<file path="src/rtl/muldiv_pkg.sv">
// Shared encodings for the EX-stage iterative multiply/divide unit.
package muldiv_pkg;

  localparam int WIDTH_DEF = 32;

  // Decoded mul/div opcode: bit 1 selects divide, bit 0 selects unsigned.
  localparam logic [1:0] OP_MULT  = 2'b00;
  localparam logic [1:0] OP_MULTU = 2'b01;
  localparam logic [1:0] OP_DIV   = 2'b10;
  localparam logic [1:0] OP_DIVU  = 2'b11;

  typedef enum logic [1:0] {
    S_IDLE = 2'b00,
    S_CALC = 2'b01,
    S_FIX  = 2'b10,
    S_DONE = 2'b11
  } state_e;

endpackage

</file>
<file path="src/rtl/muldiv_datapath.sv">
// Shift-add multiplier / restoring divider datapath with sign fix-up.
// Sequenced by ex_muldiv: load_i on the accepting edge, calc_i once per step.
module muldiv_datapath
  import muldiv_pkg::*;
#(
  parameter int WIDTH = WIDTH_DEF,
  parameter int CNT_W = 5
) (
  input  logic             clk_i,
  input  logic             rst_i,
  input  logic             load_i,
  input  logic             calc_i,
  input  logic [1:0]       op_i,
  input  logic [WIDTH-1:0] data1_i,
  input  logic [WIDTH-1:0] data2_i,
  output logic             cnt_last_o,
  output logic [WIDTH-1:0] res_hi_o,
  output logic [WIDTH-1:0] res_lo_o
);

  logic [1:0]         op_q;
  logic               sa_q, sb_q;     // operand sign flags (signed ops only)
  logic [WIDTH-1:0]   mcand_q;        // |rt|: multiplicand or divisor
  logic [2*WIDTH-1:0] acc_q;          // mul: {partial, multiplier}; div: low half is quotient
  logic [WIDTH:0]     rem_q;          // divide remainder, extra bit exposes the borrow
  logic [CNT_W-1:0]   cnt_q;

  logic               ld_signed;
  logic [WIDTH-1:0]   mag1, mag2;
  logic               is_signed, is_mul;
  logic [WIDTH:0]     mul_sum;
  logic [2*WIDTH-1:0] mul_next;
  logic [WIDTH:0]     div_shift, div_diff;
  logic [WIDTH-1:0]   quo, rem;
  logic [2*WIDTH-1:0] prod_s;
  logic [WIDTH-1:0]   quo_s, rem_s;

  assign ld_signed = ~op_i[0];
  assign mag1      = (ld_signed && data1_i[WIDTH-1]) ? -data1_i : data1_i;
  assign mag2      = (ld_signed && data2_i[WIDTH-1]) ? -data2_i : data2_i;

  assign is_signed = ~op_q[0];
  assign is_mul    = ~op_q[1];

  // Multiply step: add multiplicand into the upper half when the multiplier LSB is set, then shift right.
  assign mul_sum  = {1'b0, acc_q[2*WIDTH-1:WIDTH]} + (acc_q[0] ? {1'b0, mcand_q} : '0);
  assign mul_next = {mul_sum, acc_q[WIDTH-1:1]};

  // Divide step: shift the next dividend bit into the remainder and try the subtract.
  assign div_shift = {rem_q[WIDTH-1:0], acc_q[WIDTH-1]};
  assign div_diff  = div_shift - {1'b0, mcand_q};

  // Shift registers, counter and operand capture.
  always_ff @(posedge clk_i) begin
    if (rst_i) begin
      op_q    <= '0;
      sa_q    <= 1'b0;
      sb_q    <= 1'b0;
      mcand_q <= '0;
      acc_q   <= '0;
      rem_q   <= '0;
      cnt_q   <= '0;
    end else if (load_i) begin
      op_q    <= op_i;
      sa_q    <= ld_signed & data1_i[WIDTH-1];
      sb_q    <= ld_signed & data2_i[WIDTH-1];
      mcand_q <= mag2;
      acc_q   <= {{WIDTH{1'b0}}, mag1};
      rem_q   <= '0;
      cnt_q   <= '0;
    end else if (calc_i) begin
      if (is_mul) begin
        acc_q <= mul_next;
      end else if (div_diff[WIDTH]) begin
        rem_q            <= div_shift;
        acc_q[WIDTH-1:0] <= {acc_q[WIDTH-2:0], 1'b0};
      end else begin
        rem_q            <= div_diff;
        acc_q[WIDTH-1:0] <= {acc_q[WIDTH-2:0], 1'b1};
      end
      cnt_q <= cnt_q + 1'b1;
    end
  end

  assign cnt_last_o = (cnt_q == CNT_W'(WIDTH-1));

  // Sign fix-up and result selection, consumed by the FIX -> DONE edge.
  // With a zero divisor every subtract succeeds, so the remainder ends up holding
  // |dividend|; re-applying the dividend sign restores the raw rs value for HI.
  always_comb begin
    quo    = acc_q[WIDTH-1:0];
    rem    = rem_q[WIDTH-1:0];
    prod_s = (is_signed && (sa_q ^ sb_q)) ? -acc_q : acc_q;
    quo_s  = (is_signed && (sa_q ^ sb_q)) ? -quo : quo;
    rem_s  = (is_signed && sa_q) ? -rem : rem;
    if (is_mul) begin
      res_hi_o = prod_s[2*WIDTH-1:WIDTH];
      res_lo_o = prod_s[WIDTH-1:0];
    end else begin
      res_hi_o = rem_s;
      res_lo_o = (mcand_q == '0) ? '1 : quo_s;
    end
  end

endmodule

</file>
<file path="src/rtl/ex_muldiv.sv">
// EX-stage iterative multiply/divide unit owning HI/LO; stalls the front end while busy.
module ex_muldiv
  import muldiv_pkg::*;
#(
  parameter int WIDTH = WIDTH_DEF,
  parameter int CNT_W = 5
) (
  input  logic             clk_i,
  input  logic             rst_i,
  input  logic             start_i,
  input  logic [1:0]       op_i,
  input  logic [WIDTH-1:0] data1_i,
  input  logic [WIDTH-1:0] data2_i,
  input  logic             hi_we_i,
  input  logic             lo_we_i,
  output logic [WIDTH-1:0] hi_o,
  output logic [WIDTH-1:0] lo_o,
  output logic             stall_o,
  output logic             done_o
);

  state_e           state_q, state_d;
  logic [WIDTH-1:0] hi_q, hi_d, lo_q, lo_d;
  logic             done_q;
  logic             load, calc, cnt_last;
  logic [WIDTH-1:0] res_hi, res_lo;

  assign load = (state_q == S_IDLE) && start_i;
  assign calc = (state_q == S_CALC);

  muldiv_datapath #(.WIDTH(WIDTH), .CNT_W(CNT_W)) u_dp (
    .clk_i      (clk_i),
    .rst_i      (rst_i),
    .load_i     (load),
    .calc_i     (calc),
    .op_i       (op_i),
    .data1_i    (data1_i),
    .data2_i    (data2_i),
    .cnt_last_o (cnt_last),
    .res_hi_o   (res_hi),
    .res_lo_o   (res_lo)
  );

  // State, HI/LO and the registered completion pulse.
  always_ff @(posedge clk_i) begin
    if (rst_i) begin
      state_q <= S_IDLE;
      hi_q    <= '0;
      lo_q    <= '0;
      done_q  <= 1'b0;
    end else begin
      state_q <= state_d;
      hi_q    <= hi_d;
      lo_q    <= lo_d;
      done_q  <= (state_d == S_DONE);
    end
  end

  // Next state, HI/LO update and stall. start_i in DONE is the same instruction
  // still leaving EX, so DONE always returns to IDLE.
  always_comb begin
    state_d = state_q;
    hi_d    = hi_q;
    lo_d    = lo_q;
    stall_o = 1'b0;
    case (state_q)
      S_IDLE: begin
        if (start_i) begin
          state_d = S_CALC;
          stall_o = 1'b1;
        end else begin
          if (hi_we_i) hi_d = data1_i;
          if (lo_we_i) lo_d = data1_i;
        end
      end
      S_CALC: begin
        stall_o = 1'b1;
        if (cnt_last) state_d = S_FIX;
      end
      S_FIX: begin
        stall_o = 1'b1;
        state_d = S_DONE;
        hi_d    = res_hi;
        lo_d    = res_lo;
      end
      S_DONE: state_d = S_IDLE;
      default: state_d = S_IDLE;
    endcase
  end

  assign hi_o   = hi_q;
  assign lo_o   = lo_q;
  assign done_o = done_q;

endmodule

</file>
<file path="config.mk">
export PLATFORM = sky130hd
export DESIGN_NAME = ex_muldiv
export DESIGN_NICKNAME = d
export VERILOG_FILES = /design/src/rtl/muldiv_pkg.sv /design/src/rtl/muldiv_datapath.sv /design/src/rtl/ex_muldiv.sv
export SDC_FILE = /design/constraint.sdc
export NUM_CORES = 1
export LEC_CHECK = 0
export CAP_MARGIN = 10
export CORE_ASPECT_RATIO = 0.5
export CORE_MARGIN = 2
export CORE_UTILIZATION = 40
export CTS_BUF_LIST = sky130_fd_sc_hd__clkbuf_4 sky130_fd_sc_hd__clkbuf_8
export DETAILED_ROUTE_END_ITERATION = 10
export PLACE_DENSITY = 0.61
export SETUP_SLACK_MARGIN = 0.02
export SLEW_MARGIN = 25
export SYNTH_ARGS = -nofsm -noshare
export SYNTH_HDL_FRONTEND = slang
export SYNTH_SLANG_ARGS = --single-unit
</file>
<file path="constraint.sdc">
create_clock -name clk_i -period 9.23 [get_ports clk_i]
set_input_delay 2.3075 -clock clk_i [delete_from_list [all_inputs] [get_ports clk_i]]
set_output_delay 2.3075 -clock clk_i [all_outputs]
set_load 0.05 [all_outputs]
</file>
After elaboration in Yosys (flattened, before gate mapping)
Index checks and enable logic that the tools add are counted.
Widths: inputs -> output; s select.
- bits in registers: 204
- logic and storage cells: 74
- reduce and logical (&&, ||, !) cells: 15
- bitwise operators: 6
- multiplexer cells: 25
- add/subtract/negate cells: 8
- eq/ne operators: 8
- operators with widths (cell ; number):
    $mux 32 ; 16
    $neg 32->32 ; 4
    $pmux 32 s2 ; 2
    $mux 64 ; 1
    $neg 64->64 ; 1
    $add 32x32->33 ; 1
    $sub 33x32->33 ; 1
    $logic_not 32->1 ; 1
    $pmux 2 s4 ; 1
    $eq 2x2->1 const B ; 3
    $ne 2x2->1 const B ; 3
    $reduce_and 3->1 ; 2
    $add 5x1->5 const B ; 1
    $eq 5x5->1 const B ; 1
    $logic_and 1x1->1 ; 5
    $mux 2 ; 2
    $reduce_and 2->1 ; 2
    $reduce_bool 2->1 ; 2
    $reduce_or 2->1 ; 2
    $not 1->1 ; 3
    $and 1x1->1 ; 2
    $eq 2x1->1 const B ; 1
    $logic_not 2->1 ; 1
    $mux 1 ; 2
    2 further kinds ; 2

Depth between registers and ports, before layout
- word-level depth: 6
- depth in mapped cells: 16
- gate-level depth less buffers: 14

Modules after synthesis
From an unflattened synthesis, not the netlist that was laid out.
- cell total of the unflattened synthesis: 2149
- area, all modules: 16512.1 sq um
- by module, submodules not included (module ; cells an instance ; area an instance (sq um) ; times used ; seq. area each (sq um)):
    muldiv_datapath ; 1829 ; 13038.8 ; 1 ; 2742.6
    ex_muldiv ; 320 ; 3473.3 ; 1 ; 1341.3

Worst setup path before layout
OpenSTA, ideal clock, no wires.
- kind: input-to-output
- start point: in start_i
- end point: out stall_o
- stages on the path: 5
- data required time: 6.923 ns
- setup slack: 3.201 ns
- buffers on the path: 2
- arrival time: 3.721 ns
- cell sequence: and2_1 > clkbuf_1 > buf_1 > nor2_1 > nor2_1
- longest elaborated chain between the ends: 2
- RTL lines (item ; RTL line ; RTL):
    start: declaration ; ex_muldiv.sv:10 ; input logic start_i,
    $mux 1 ; ex_muldiv.sv:68 ; if (start_i) begin
    $pmux 1 s2 ; ex_muldiv.sv:66 ; case (state_q)
    end: declaration ; ex_muldiv.sv:18 ; output logic stall_o,
No other way between the ends.

Worst setup path in the final report
Same ends and word-level chain as after synthesis.

==> flow_metrics.py <==
metrics = {
    "worst_setup_path": {
        "crit_fanout": 64,
        "path_class": "primary input to output pin",
        "r2r_cells": 8,
        "crit_path_end": "stall_o",
        "cp-start-kind": "primary input",
        "r2r_setup_slack_ps": 4720,
        "timing.rr.start": "state_q[0]",
        "crit_required_ps": 6920,
        "endpoint_kind": "output pin",
        "cp.arrival_ps": 4500,
        "crit_path_start": "start_i",
        "r2r-end": "lo_o[29]",
    },
    "global_routing": {
        "grt_antenna_before_repair": 3,
        "overflow": 0,
        "grt_pass1_wl_um": 82070,
        "first_global_vias": 14310,
        "grt_max_degree": 97,
        "track_usage_pct": 25.25,
    },
    "routing": {
        "wl_per_cell_um": 19.37,
        "drt-met1-wl_um": 25400,
        "post-route-drc-count": 0,
        "vias_per_cell": 5.796,
        "highest_layer": "met4",
        "wl_met3_um": 3653,
        "detail_route.first_pass.iterations": 7,
        "met2WireLength_um": 22660,
        "drtAntennaViolNets": 0,
        "num_vias": 15840,
        "routed_wl_um": 52910,
        "drt_iter0_markers": 1500,
    },
    "place": {
        "place_congestion": 0.9140,
        "hpwlAfterDp_um": 38350,
        "dpl_worst_slack_ps": 2439,
        "io_buffers": 136,
        "placed_cells": 2664,
    },
    "power": {
        "p_per_area_nw_per_um2": 151.8,
        "peakVddDrop_mv": 0.07956,
        "total_power_mw": 2.751,
        "p_leak_nw": 6.852,
    },
    "cells_and_area": {
        "final_cell_mix": "278 x nor2_1, 226 x a21oi_1, 221 x nand2_1, 203 x dfxtp_1, 135 x clkdlybuf4s50_1",
        "finalNonFillerCells": 2732,
        "layout.area.seq_um2": 4088,
        "multi_input_area_um2": 10820,
        "layout-drive-gt1-share_pct": 5.321,
        "nNetsFinal": 2319,
        "layout_commonest_cell": "nor2_1",
        "fill_cells": 3939,
        "syn_to_final_growth_pct": 15.49,
    },
    "clock_tree": {
        "cts_buffer_depth": 3,
        "cts-root-buf": "clkbuf_8",
        "cts_tree": "built",
        "cts_buffers": 36,
        "cts-htree-levels": 2,
        "clkLatencyLatePin_ps": 580,
        "cts_sinks": 204,
        "post_cts_buffers": 0,
        "hold_buffers": 0,
        "cts_resized": 0,
        "cts.clk_slew.worst_paths_ps": 60,
    },
    "floorplan": {
        "die_h_um": 144.1,
        "core-area_um2": 38800,
        "die_w_um": 284.1,
        "initial_utilization_pct": 40.44,
        "ios": 137,
        "die_area_um2": 40920,
        "fp-row-count": 51,
    },
    "yosys": {
        "synth_fa_ha_area_share_pct": 6.156,
        "yosys.area_share.simple_pct": 21.43,
        "synth-seq-cells": 204,
        "syn_inst": 2131,
        "synthXorXnorAreaFrac_pct": 10.87,
        "synthMuxAreaShare_pct": 3.070,
        "synth_edf_count": 0,
        "synth_top_family_by_area": "compound AO/OA/AOI/OAI gates",
        "syn-num-nets": 2278,
        "yosysWarnings": 0,
        "synth_area_leader_cell": "dfxtp_1",
        "synthArstFlopShare_pct": 0,
        "ys_seq_area_share_pct": 26.03,
        "netlist_area_um2": 15690,
        "yosys_most_used_dff": "dfxtp_1",
        "synthDistinctLibCells": 73,
        "synth_top_cell_area_share_pct": 26.03,
        "yosys-top-cells-area": "dfxtp_1 26%, a21oi_1 7.2%, nor2_1 6.7%, ha_1 5.9%, xnor2_1 5.5%",
        "synth_compound_area_share_pct": 27.12,
        "synth.avg_cell_area_um2": 7.363,
    },
    "worst_hold_path": {
        "hp-class": "flop to flop",
    },
    "sta": {
        "setup_viol": 0,
        "period_needed_ps": 6805,
        "holdWs_ps": 448.2,
        "fmax_mhz": 146.9,
        "maxSlewViolCount": 0,
        "timing.setup.tns_ps": 0,
        "rsz0062_at_grt": "false",
        "max_slew_margin_pct": 29.54,
        "min_period_over_period_pct": 73.73,
        "worst_pin_slew_ps": 1057,
        "report.final.hold_viol_count": 0,
        "setup_ws_ps": 2425,
        "skew_ps": 35.25,
    },
    "run_status": {
        "status": "completed",
    },
    "flow_run": {
        "cap_violations": 0,
    },
}
## Yosys cell counts, types with 8 or more instances
cell type / instances
nor4_1: 26
nand4_1: 17
or3_1: 24
buf_1: 8
xnor2_1: 99
a211oi_1: 86
nor2b_1: 18
nand2b_1: 14
dfxtp_1: 204
buf_2: 11
nand2_1: 221
nor2_1: 278
o21ai_0: 110
clkbuf_1: 128
xor2_1: 92
ha_1: 74
mux2i_1: 47
o221ai_1: 26
or4_1: 16
a21oi_1: 227
o211ai_1: 32
a31oi_1: 22
o41ai_1: 14
nor3_1: 40
nand3_1: 30
a21o_1: 38
and3_1: 16
and2_1: 12
inv_1: 58
a311oi_1: 27
o31ai_1: 30
## layer usage
| layer | global-route usage, % | up-vias |
|---|---|---|
| met4 | 6.787 | 0 |
| met3 | 3.864 | 82 |
| met1 | 36.33 | 7443 |
| li1 | - | 7777 |
| met2 | 39.25 | 533 |
| met5 | 0 | - |
## flip-flops by register name, indices dropped and copies added, names as in the netlist, 2 cells and up
| signal | count |
|---|---|
| u_dp.rem_q | 32 |
| u_dp.op_q | 2 |
| u_dp.acc_q | 64 |
| lo_o | 32 |
| hi_o | 32 |
| u_dp.mcand_q | 32 |
| u_dp.cnt_q | 5 |
| state_q | 2 |
## worst min path at each step
stage	endpoint	slack [ps]	depth (start not counted)	startpoint
after detailed placement	lo_o[10]	440	2	lo_o[10]
after CTS	lo_o[22]	450	2	lo_o[22]
after floorplan	u_dp.sb_q	450	2	u_dp.sb_q
after global placement	lo_o[21]	440	2	lo_o[21]
after global routing	lo_o[10]	470	2	lo_o[10]
final	lo_o[29]	450	2	lo_o[29]
## worst max-delay path, cell delays in order
cell             delay, ps
clkdlybuf4s50_1        510
and2_4                 620
nor2_1                 100
nor2_1                 130
clkdlybuf4s50_1        810
## cell type report
| type | instances | area share (%) |
|---|---|---|
| inverter | 60 | 1.243 |
| timing repair buffer | 155 | 8.306 |
| clock buffer | 58 | 4.129 |
| antenna | 3 | 0.04143 |
| multi-input combinational | 1715 | 59.70 |
| clock inverter | 7 | 0.3590 |
| tap | 530 | 3.659 |
| sequential | 204 | 22.56 |
## report_power, final
part           internal (mW)  total (mW)  switching, mW  leakage [nW]
registers              0.937        1.01         0.0742          1.67
logic                  0.284       0.764          0.480          4.76
clock network          0.543       0.975          0.433         0.426
total                   1.76        2.75          0.987          6.85
## stage by stage
stage / util (%) / instance area (um^2)
CTS: 46.68 / 18110
floorplan: - / 15690
global route: 46.70 / 18120
detailed placement: 44.58 / 17300
finish: 46.71 / 18120
global placement: 44.58 / 17290
## cells by family (layout without fill, tap and decap cells)
kind of cell / after synthesis / after routing
other: 0 / 3
AND/OR/NAND/NOR: 734 / 734
XOR/XNOR: 193 / 193
adder cells (fa/ha/maj): 76 / 76
AO/OA/AOI/OAI: 664 / 664
buffers and inverters: 212 / 280
flip-flops: 204 / 204
multiplexers: 48 / 48
Note: power is estimated with default switching activity, not from simulation.
